**config.mk**
```make
export PLATFORM = sky130hd
export DESIGN_NAME = regfile_cmd_sequencer_flat
export DESIGN_NICKNAME = d
export VERILOG_FILES = /design/src/rtl/regfile_cmd_sequencer_pkg.sv /design/src/rtl/regfile_cmd_sequencer_if.sv /design/src/rtl/regfile_cmd_sequencer_reg_we_decoder.sv /design/src/rtl/regfile_cmd_sequencer.sv /design/src/flat_wrapper.sv
export SDC_FILE = /design/constraint.sdc
export NUM_CORES = 1
export LEC_CHECK = 0
export CAP_MARGIN = 20
export CORE_UTILIZATION = 48
export DETAILED_ROUTE_END_ITERATION = 16
export PLACE_DENSITY = 0.78
export SLEW_MARGIN = 10
export SYNTH_ARGS = -nofsm -noshare
export SYNTH_HDL_FRONTEND = slang
export SYNTH_SLANG_ARGS = --single-unit
```
**constraint.sdc**
```tcl
create_clock -name clk -period 2.3 [get_ports clk]
set_input_delay 0.69 -clock clk [delete_from_list [all_inputs] [get_ports clk]]
set_output_delay 0.69 -clock clk [all_outputs]
set_load 0.02 [all_outputs]
```
**src/rtl/regfile_cmd_sequencer_pkg.sv**
```systemverilog
`default_nettype none
// ============================================================================
// Module   : regfile_cmd_pkg
// Brief    : Opcode and FSM state encodings for the register-file sequencer.
// Revision : 1.0 - initial release
// ============================================================================
package regfile_cmd_pkg;

    localparam int OP_W = 2;

    localparam logic [OP_W-1:0] OP_WRITE_IMM = 2'b00;
    localparam logic [OP_W-1:0] OP_COPY      = 2'b01;
    localparam logic [OP_W-1:0] OP_ADD       = 2'b10;
    localparam logic [OP_W-1:0] OP_CLEAR     = 2'b11;

    typedef enum logic [2:0] {
        S_IDLE   = 3'd0,
        S_READ_A = 3'd1,
        S_READ_B = 3'd2,
        S_WRITE  = 3'd3,
        S_DONE   = 3'd4
    } state_t;

endpackage
`default_nettype wire

```
**src/rtl/regfile_cmd_sequencer_if.sv**
```systemverilog
`default_nettype none
// ============================================================================
// Module   : regfile_cmd_sequencer_if
// Brief    : Command handshake, read-mux and register write bus bundle.
// Revision : 1.0 - initial release
// ============================================================================
interface regfile_cmd_sequencer_if
    import regfile_cmd_pkg::*;
#(
    parameter int W = 4,
    parameter int N = 4,
    parameter int A = 2
) ();

    logic            cmd_valid;
    logic            cmd_ready;
    logic [OP_W-1:0] cmd_op;
    logic [A-1:0]    cmd_dst;
    logic [A-1:0]    cmd_src;
    logic [W-1:0]    cmd_imm;
    logic [A-1:0]    rd_sel;
    logic [W-1:0]    rd_data;
    logic [N-1:0]    reg_we;
    logic [W-1:0]    reg_wdata;
    logic            busy;
    logic            done;
    logic            err;

    // Environment side: issues commands and supplies the read mux.
    modport master (
        output cmd_valid, cmd_op, cmd_dst, cmd_src, cmd_imm, rd_data,
        input  cmd_ready, rd_sel, reg_we, reg_wdata, busy, done, err
    );

    // Sequencer side.
    modport slave (
        input  cmd_valid, cmd_op, cmd_dst, cmd_src, cmd_imm, rd_data,
        output cmd_ready, rd_sel, reg_we, reg_wdata, busy, done, err
    );

endinterface
`default_nettype wire

```
**src/rtl/regfile_cmd_sequencer_reg_we_decoder.sv**
```systemverilog
`default_nettype none
// ============================================================================
// Module   : reg_we_decoder
// Brief    : One-hot write-enable decode; all zeros when disabled or out of range.
// Revision : 1.0 - initial release
// ============================================================================
module reg_we_decoder #(
    parameter int N = 4,
    parameter int A = 2
) (
    input  wire logic         en,
    input  wire logic [A-1:0] addr,
    output logic      [N-1:0] onehot
);

    // Addresses at or beyond N match no bit, so they decode to zero.
    for (genvar i = 0; i < N; i++) begin : g_bit
        assign onehot[i] = en && (addr == A'(i));
    end

endmodule
`default_nettype wire

```
**src/rtl/regfile_cmd_sequencer.sv**
```systemverilog
`default_nettype none
// ============================================================================
// Module   : regfile_cmd_sequencer
// Brief    : Sequences WRITE_IMM / COPY / ADD / CLEAR commands onto a register file.
// Revision : 1.0 - initial release
// ============================================================================
module regfile_cmd_sequencer
    import regfile_cmd_pkg::*;
#(
    parameter int W = 4,
    parameter int N = 4,
    parameter int A = 2
) (
    input  wire logic                 clk,
    input  wire logic                 reset,
    regfile_cmd_sequencer_if.slave    bus
);

    localparam logic [A:0] c_N = N[A:0];

    state_t          r_state;
    logic [OP_W-1:0] r_op;
    logic [A-1:0]    r_dst;
    logic [A-1:0]    r_src;
    logic [W-1:0]    r_imm;
    logic [W-1:0]    r_opa;
    logic [W-1:0]    r_opb;
    logic [W-1:0]    r_wdata_hold;

    logic            w_accept;
    logic            w_dst_oor;
    logic [W-1:0]    w_result;
    logic [N-1:0]    w_we;

    assign w_accept  = bus.cmd_valid && (r_state == S_IDLE);
    assign w_dst_oor = ({1'b0, r_dst} >= c_N);

    always_comb begin
        w_result = '0;
        case (r_op)
            OP_WRITE_IMM: w_result = r_imm;
            OP_COPY:      w_result = r_opa;
            OP_ADD:       w_result = r_opa + r_opb;
            default:      w_result = '0;
        endcase
    end

    reg_we_decoder #(
        .N (N),
        .A (A)
    ) u_we_dec (
        .en     (r_state == S_WRITE),
        .addr   (r_dst),
        .onehot (w_we)
    );

    // Moore outputs; reset forces IDLE so every output drops asynchronously.
    assign bus.cmd_ready = (r_state == S_IDLE) && !reset;
    assign bus.busy      = (r_state != S_IDLE);
    assign bus.done      = (r_state == S_DONE);
    assign bus.err       = (r_state == S_DONE) && w_dst_oor;
    assign bus.reg_we    = w_we;
    assign bus.reg_wdata = (r_state == S_WRITE) ? w_result : r_wdata_hold;
    assign bus.rd_sel    = (r_state == S_READ_A) ? r_src :
                           (r_state == S_READ_B) ? r_dst : '0;

    always_ff @(posedge clk or posedge reset) begin
        if (reset) begin
            r_state      <= S_IDLE;
            r_op         <= '0;
            r_dst        <= '0;
            r_src        <= '0;
            r_imm        <= '0;
            r_opa        <= '0;
            r_opb        <= '0;
            r_wdata_hold <= '0;
        end else begin
            case (r_state)
                S_IDLE: begin
                    if (w_accept) begin
                        r_op  <= bus.cmd_op;
                        r_dst <= bus.cmd_dst;
                        r_src <= bus.cmd_src;
                        r_imm <= bus.cmd_imm;
                        if (bus.cmd_op == OP_COPY || bus.cmd_op == OP_ADD) begin
                            r_state <= S_READ_A;
                        end else begin
                            r_state <= S_WRITE;
                        end
                    end
                end
                S_READ_A: begin
                    r_opa   <= bus.rd_data;
                    r_state <= (r_op == OP_ADD) ? S_READ_B : S_WRITE;
                end
                S_READ_B: begin
                    r_opb   <= bus.rd_data;
                    r_state <= S_WRITE;
                end
                S_WRITE: begin
                    r_wdata_hold <= w_result;
                    r_state      <= S_DONE;
                end
                S_DONE: begin
                    r_state <= S_IDLE;
                end
                default: begin
                    r_state <= S_IDLE;
                end
            endcase
        end
    end

endmodule
`default_nettype wire

```
**src/flat_wrapper.sv**
```systemverilog
// flat-port wrapper written by rule: the top's interface ports become plain ports
module regfile_cmd_sequencer_flat import regfile_cmd_pkg::*;
#(
    parameter int W = 4,
    parameter int N = 4,
    parameter int A = 2
)
  (clk, reset, bus_cmd_valid, bus_cmd_op, bus_cmd_dst, bus_cmd_src, bus_cmd_imm, bus_rd_data, bus_cmd_ready, bus_rd_sel, bus_reg_we, bus_reg_wdata, bus_busy, bus_done, bus_err);
  regfile_cmd_sequencer_if #(.W(W), .N(N), .A(A)) bus_i ();
  input  wire logic clk;
  input  wire logic reset;
  input wire logic [$bits(bus_i.cmd_valid)-1:0] bus_cmd_valid;
  input wire logic [$bits(bus_i.cmd_op)-1:0] bus_cmd_op;
  input wire logic [$bits(bus_i.cmd_dst)-1:0] bus_cmd_dst;
  input wire logic [$bits(bus_i.cmd_src)-1:0] bus_cmd_src;
  input wire logic [$bits(bus_i.cmd_imm)-1:0] bus_cmd_imm;
  input wire logic [$bits(bus_i.rd_data)-1:0] bus_rd_data;
  output wire logic [$bits(bus_i.cmd_ready)-1:0] bus_cmd_ready;
  output wire logic [$bits(bus_i.rd_sel)-1:0] bus_rd_sel;
  output wire logic [$bits(bus_i.reg_we)-1:0] bus_reg_we;
  output wire logic [$bits(bus_i.reg_wdata)-1:0] bus_reg_wdata;
  output wire logic [$bits(bus_i.busy)-1:0] bus_busy;
  output wire logic [$bits(bus_i.done)-1:0] bus_done;
  output wire logic [$bits(bus_i.err)-1:0] bus_err;
  assign bus_i.cmd_valid = bus_cmd_valid;
  assign bus_i.cmd_op = bus_cmd_op;
  assign bus_i.cmd_dst = bus_cmd_dst;
  assign bus_i.cmd_src = bus_cmd_src;
  assign bus_i.cmd_imm = bus_cmd_imm;
  assign bus_i.rd_data = bus_rd_data;
  assign bus_cmd_ready = bus_i.cmd_ready;
  assign bus_rd_sel = bus_i.rd_sel;
  assign bus_reg_we = bus_i.reg_we;
  assign bus_reg_wdata = bus_i.reg_wdata;
  assign bus_busy = bus_i.busy;
  assign bus_done = bus_i.done;
  assign bus_err = bus_i.err;
  regfile_cmd_sequencer #(.W(W), .N(N), .A(A)) u_core (.clk(clk), .reset(reset), .bus(bus_i));
endmodule
```
# After elaboration in Yosys (flattened, before gate mapping)
# Cells that the tools add are included.
# op_classes
n_mux	8
n_reduce_logical	13
eq_ne	12
addsub	1
# ops
op	n
3-bit one-hot mux with 4 select lines	1
4-bit one-hot mux with 3 select lines	1
2-bit == test (second input constant)	4
2-bit by 1-bit == test with 1-bit output (second input constant)	3
3-bit by 2-bit == test with 1-bit output (second input constant)	2
1-bit logical AND	6
2-bit 2-to-1 mux	3
4-bit adder	1
2-bit logical NOT	2
4-bit 2-to-1 mux	1
3-bit by 1-bit == test with 1-bit output (second input constant)	1
3-bit == test (second input constant)	1
3-bit logical NOT	1
3-bit 2-to-1 mux	1
3-bit nonzero test	1
2-bit by 1-bit != test with 1-bit output (second input constant)	1
2-bit AND reduction	1
1-bit logical NOT	1
1-bit logical OR	1
1-bit 2-to-1 mux	1
# word_totals
word_cells	42
inputBits	17
ff_bits	25

# Longest topological paths before layout
# Gate-level depths: netlist of run 1.
# logic_depth
depth_word	5
mapped_depth	6
depth_no_buf	5

# Modules after synthesis
# A second synthesis of run 1 with hierarchy kept.
# hier_totals
hier_cells	99
hier_area_um2	1291.2
# by_module_without_submodules
mod	n_inst	area_each_um2	cells_per_inst	seq_area_each_um2
regfile_cmd_sequencer	1	1253.7	95	625.6
reg_we_decoder	1	37.5	4	0.0

# Worst setup path after synthesis of run 1
# No wires, ideal clock.
# synth_timing
path_type	register to output
from	reg u_core.r_opb[0]
to	out bus_reg_wdata[2]
t_arrival_ns	1.502
stages_incl_launch_ff	6
setup_slack_ns	0.108
path_buffers	0
required_ns	1.610
cell_sequence	dfrtp_1 ha_1 fa_1 xnor2_1 o221ai_1 o21a_1
# synth_via
elab_chain_cells	3
# synth_lines
element	line_no	rtl
start, declared	regfile_cmd_sequencer.sv:27	logic [W-1:0] r_opb;
start signal, assigned	regfile_cmd_sequencer.sv:97	r_opb <= bus.rd_data;
4-bit adder	regfile_cmd_sequencer.sv:43	OP_ADD: w_result = r_opa + r_opb;
4-bit one-hot mux with 3 select lines	regfile_cmd_sequencer.sv:40	case (r_op)
4-bit 2-to-1 mux	regfile_cmd_sequencer.sv:63	assign bus.reg_wdata = (r_state == S_WRITE) ? w_result : r_wdata_hold;
end, declared	flat_wrapper.sv:21	output wire logic [$bits(bus_i.reg_wdata)-1:0] bus_reg_wdata;
# Every way passes these cells.

# Worst setup path after layout of run 1
# Ends and elaborated chain as after synthesis.

==> impl_results.rst, run 1 <==
.. list-table::
   :header-rows: 1

   * - Metric
     - Value
   * - Initial antenna violation count
     - 0
   * - Highest-count cells in the layout ignoring fill and taps
     - sky130_fd_sc_hd__dfrtp_1 (23), sky130_fd_sc_hd__buf_4 (20), sky130_fd_sc_hd__mux2_2 (18)
   * - Clk Latency, worst-skew pair
     - 0.32 ns
   * - Least setup slack across all paths after layout
     - -0.288 ns
   * - Core outline area
     - 0.00248 sq mm
   * - FF+latch area
     - 628 sq um
   * - Post-DP HPWL
     - 1960 um
   * - Unique cell type count in the Yosys netlist
     - 35
   * - Routability congestion estimate from global placement
     - 0.893
   * - CP max FO
     - 2
   * - Register area share after synthesis
     - 0.493
   * - Maximum clock path buffer count
     - 2
   * - GRT overflow
     - 0
   * - Maximum number of pins on one net before global-route repair
     - 26
   * - Synth Register Bits
     - 25
   * - Area overhead of the layout relative to synthesis
     - 38.3%
   * - Count of buffers inserted at the top-level ports
     - 29
   * - Final Hold Slack
     - 0.526 ns
   * - Max-Cap Viols
     - 0
   * - Die outline area
     - 0.00286 sq mm
   * - Clock transition at the registers of the reported paths
     - 0.13 ns
   * - Number of DRC violations after detailed-routing iteration 0
     - 13
   * - Violations in the final reports
     - negative setup slack
   * - Maximum achievable frequency
     - 386 MHz
   * - Synthesized area divided by synthesized cell count
     - 12.3 sq um
   * - Die width
     - 53.4 um
   * - Cell Rows
     - 18
   * - Cell area after synthesis
     - 0.00127 sq mm
   * - Final count of pins violating max slew
     - 0
   * - Critical Path Sink Type
     - output port
   * - All-Layer GR Usage
     - 0.209
   * - Post-route DRC
     - 0
   * - Vias per Instance
     - 5.38
   * - Number of global-route vias before repair
     - 885
   * - Worst hold path cell count
     - 1
   * - Yosys synthesis warning count
     - 0
   * - Share of the core filled with cells in the final layout
     - 0.709
   * - Flop2flop setup slack
     - 0.53 ns
   * - Number of fillers in the final layout
     - 201
   * - CTS H-tree depth
     - 1
   * - Setup repair after global routing missed its margin
     - true
   * - Startpoint of the worst-slack reg-to-reg timing path
     - u_core.r_state[0]
   * - Depth of the most critical reg-to-reg path
     - 5
   * - Root buffer selected by CTS
     - sky130_fd_sc_hd__clkbuf_4
   * - Number of instances in the synthesized netlist
     - 103
   * - Hold Path Sink
     - u_core.r_wdata_hold[2]
   * - Startpoint kind of the worst setup timing path
     - register
   * - Most common cell after layout, fill and taps aside
     - sky130_fd_sc_hd__dfrtp_1
   * - Clock buffer count from CTS
     - 3
   * - DP Worst Slack
     - -0.451 ns
   * - Ant diodes
     - 0
   * - Antenna violation net count after detailed routing
     - 0
   * - Number of flops mapped to enable cells by yosys
     - 0
   * - Leading register cell type out of synthesis
     - sky130_fd_sc_hd__dfrtp_1
   * - Async set-or-reset flop fraction in the synthesized netlist
     - 1.00
   * - Top-Level Pins
     - 31
   * - Mean routed wirelength per cell
     - 15.3 um
   * - CP required
     - 1.61 ns
   * - Worst VDD drop
     - 0.975 mV
   * - Combined area of the multi-input logic cells
     - 659 sq um
   * - Number of buffers inserted for hold repair after clock tree synthesis
     - 0
   * - Final Hold Vio Count
     - 0
   * - Final worst path period share
     - 1.13
   * - # setup viols final
     - 3
   * - CTS tree
     - yes
   * - Number of iterations in the first detailed-routing pass
     - 4
   * - Fin nets
     - 172
   * - Global-route wire length before repair
     - 4130 um
   * - Die Span Y
     - 53.4 um
   * - Initial core utilization
     - 0.513
   * - CTS Sinks
     - 25
   * - Mapped Nets
     - 124
   * - Critical path class
     - register to output port
   * - Minimum clock period
     - 2.59 ns
   * - Max Clock Skew
     - 0.0103 ns
   * - WP data arrival
     - 1.90 ns
   * - Outcome
     - complete, but fails checks
   * - Hold Crit Class
     - register to register
   * - Min-delay src
     - u_core.r_wdata_hold[2]
   * - Leak pwr
     - 0.775 nW
   * - Reg-to-reg critical path endpoint
     - u_core.r_imm[1]
   * - Ratio of cells with drive above 1 in the final layout
     - 0.467
   * - Total number of vias
     - 968
   * - Routed WL
     - 2750 um
   * - Pwr dens
     - 1610 mW/mm^2
-- flip-flops by register name, summed over array words and instances, names as in the netlist --
name and cells:
u_core.r_opa 4, u_core.r_op 2, u_core.r_opb 4, u_core.r_dst 2, u_core.r_state 3, u_core.r_imm 4, u_core.r_src 2, u_core.r_wdata_hold 4
-- layer usage --
| layer | up-vias | GRT usage | wire length, um |
|---|---|---|---|
| li1 | 460 | - | - |
| met3 | 4 | 0.0374 | 55 |
| met2 | 16 | 0.335 | 1430 |
| met5 | - | 0 | 0 |
| met1 | 488 | 0.277 | 1220 |
| met4 | 0 | 0.0746 | 42 |
-- metrics by stage --
stage | total power, mW | cells | instance area (sq um) | setup TNS, ns
after floorplan | 1.81 | 103 | 1270 | 0
after global routing | 3.02 | 180 | 1760 | -0.884
final | 2.82 | 180 | 1760 | -0.650
after global placement | 2.37 | 172 | 1680 | -1.25
after CTS | 2.74 | 178 | 1750 | -0.610
after detailed placement | 2.43 | 172 | 1680 | -1.40
-- worst max-delay path: stages (launching register included) --
cell	delay, ns
sky130_fd_sc_hd__dfrtp_1	0.41
sky130_fd_sc_hd__ha_2	0.21
sky130_fd_sc_hd__fa_2	0.34
sky130_fd_sc_hd__xnor2_1	0.14
sky130_fd_sc_hd__o221ai_1	0.19
sky130_fd_sc_hd__o21a_1	0.18
sky130_fd_sc_hd__buf_6	0.12
-- cell type report --
cell class	instances	area share
flip-flops and latches	25	0.358
inverters	2	0.00427
clock buffers	4	0.0150
well taps	30	0.0214
repair buffers	49	0.226
multi-input cells	70	0.375
-- timing repair --
action / in CTS / in global routing
pin swaps: 3 / 2
endpoints found under the hold margin: 0 / 0
buffers inserted: 2 / 2
endpoints found under the setup margin: 13 / 9
resized for setup: 49 / 18
-- kinds of logic (layout without fill, tap and decap cells) --
group,count (synthesis),after routing,share of synthesized area
compound gates,17,17,0.0906
xor+xnor,3,3,0.0207
fa+ha+maj,4,4,0.0453
buf+inv,8,55,0.0355
flops,25,25,0.493
mux,22,22,0.191
other cells,1,1,0.00295
simple gates,23,23,0.121
-- cell usage after synthesis (2+ instances only) --
| library cell | count | share of area |
|---|---|---|
| sky130_fd_sc_hd__mux2_2 | 18 | 0.16 |
| sky130_fd_sc_hd__nand3_1 | 3 | 0.012 |
| sky130_fd_sc_hd__dfrtp_1 | 25 | 0.49 |
| sky130_fd_sc_hd__a22o_1 | 2 | 0.014 |
| sky130_fd_sc_hd__mux2i_1 | 4 | 0.032 |
| sky130_fd_sc_hd__ha_1 | 3 | 0.030 |
| sky130_fd_sc_hd__a211oi_1 | 2 | 0.012 |
| sky130_fd_sc_hd__nand2_1 | 2 | 0.0059 |
| sky130_fd_sc_hd__inv_1 | 2 | 0.0059 |
| sky130_fd_sc_hd__nor3b_2 | 2 | 0.020 |
| sky130_fd_sc_hd__nor2_1 | 7 | 0.021 |
| sky130_fd_sc_hd__xnor2_1 | 2 | 0.014 |
| sky130_fd_sc_hd__buf_2 | 3 | 0.012 |
| sky130_fd_sc_hd__a21oi_1 | 7 | 0.028 |
-- where the power goes --
| group | internal [mW] | switching (mW) |
|---|---|---|
| Clock | 0.0677 | 0.127 |
| Combinational | 0.945 | 0.819 |
| Sequential | 0.673 | 0.191 |
-- worst max path at each step --
| stage | start | end | slack [ns] | depth (start not counted) |
|---|---|---|---|---|
| final | u_core.r_opb[0] | bus_reg_wdata[2] | -0.29 | 6 |
| after global routing | u_core.r_opa[0] | bus_reg_wdata[2] | -0.38 | 6 |
| after CTS | u_core.r_opb[0] | bus_reg_wdata[2] | -0.27 | 6 |
| after detailed placement | u_core.r_opb[0] | bus_reg_wdata[2] | -0.45 | 6 |
| after global placement | u_core.r_opb[0] | bus_reg_wdata[2] | -0.42 | 6 |
| after floorplan | u_core.r_opb[0] | bus_reg_wdata[2] | 0.11 | 5 |
Power figures use the tool's default switching activity.
==> run 2, diff against run 1 <==
--- a/config.mk
+++ b/config.mk
@@ -7,6 +7,7 @@
 export LEC_CHECK = 0
 export CAP_MARGIN = 20
 export CORE_UTILIZATION = 48
+export CTS_CLUSTER_SIZE = 20
 export DETAILED_ROUTE_END_ITERATION = 16
 export PLACE_DENSITY = 0.78
 export SLEW_MARGIN = 10
==> results of run 2 <==
The final DEF is identical to that of run 1; final timing and power are the same.
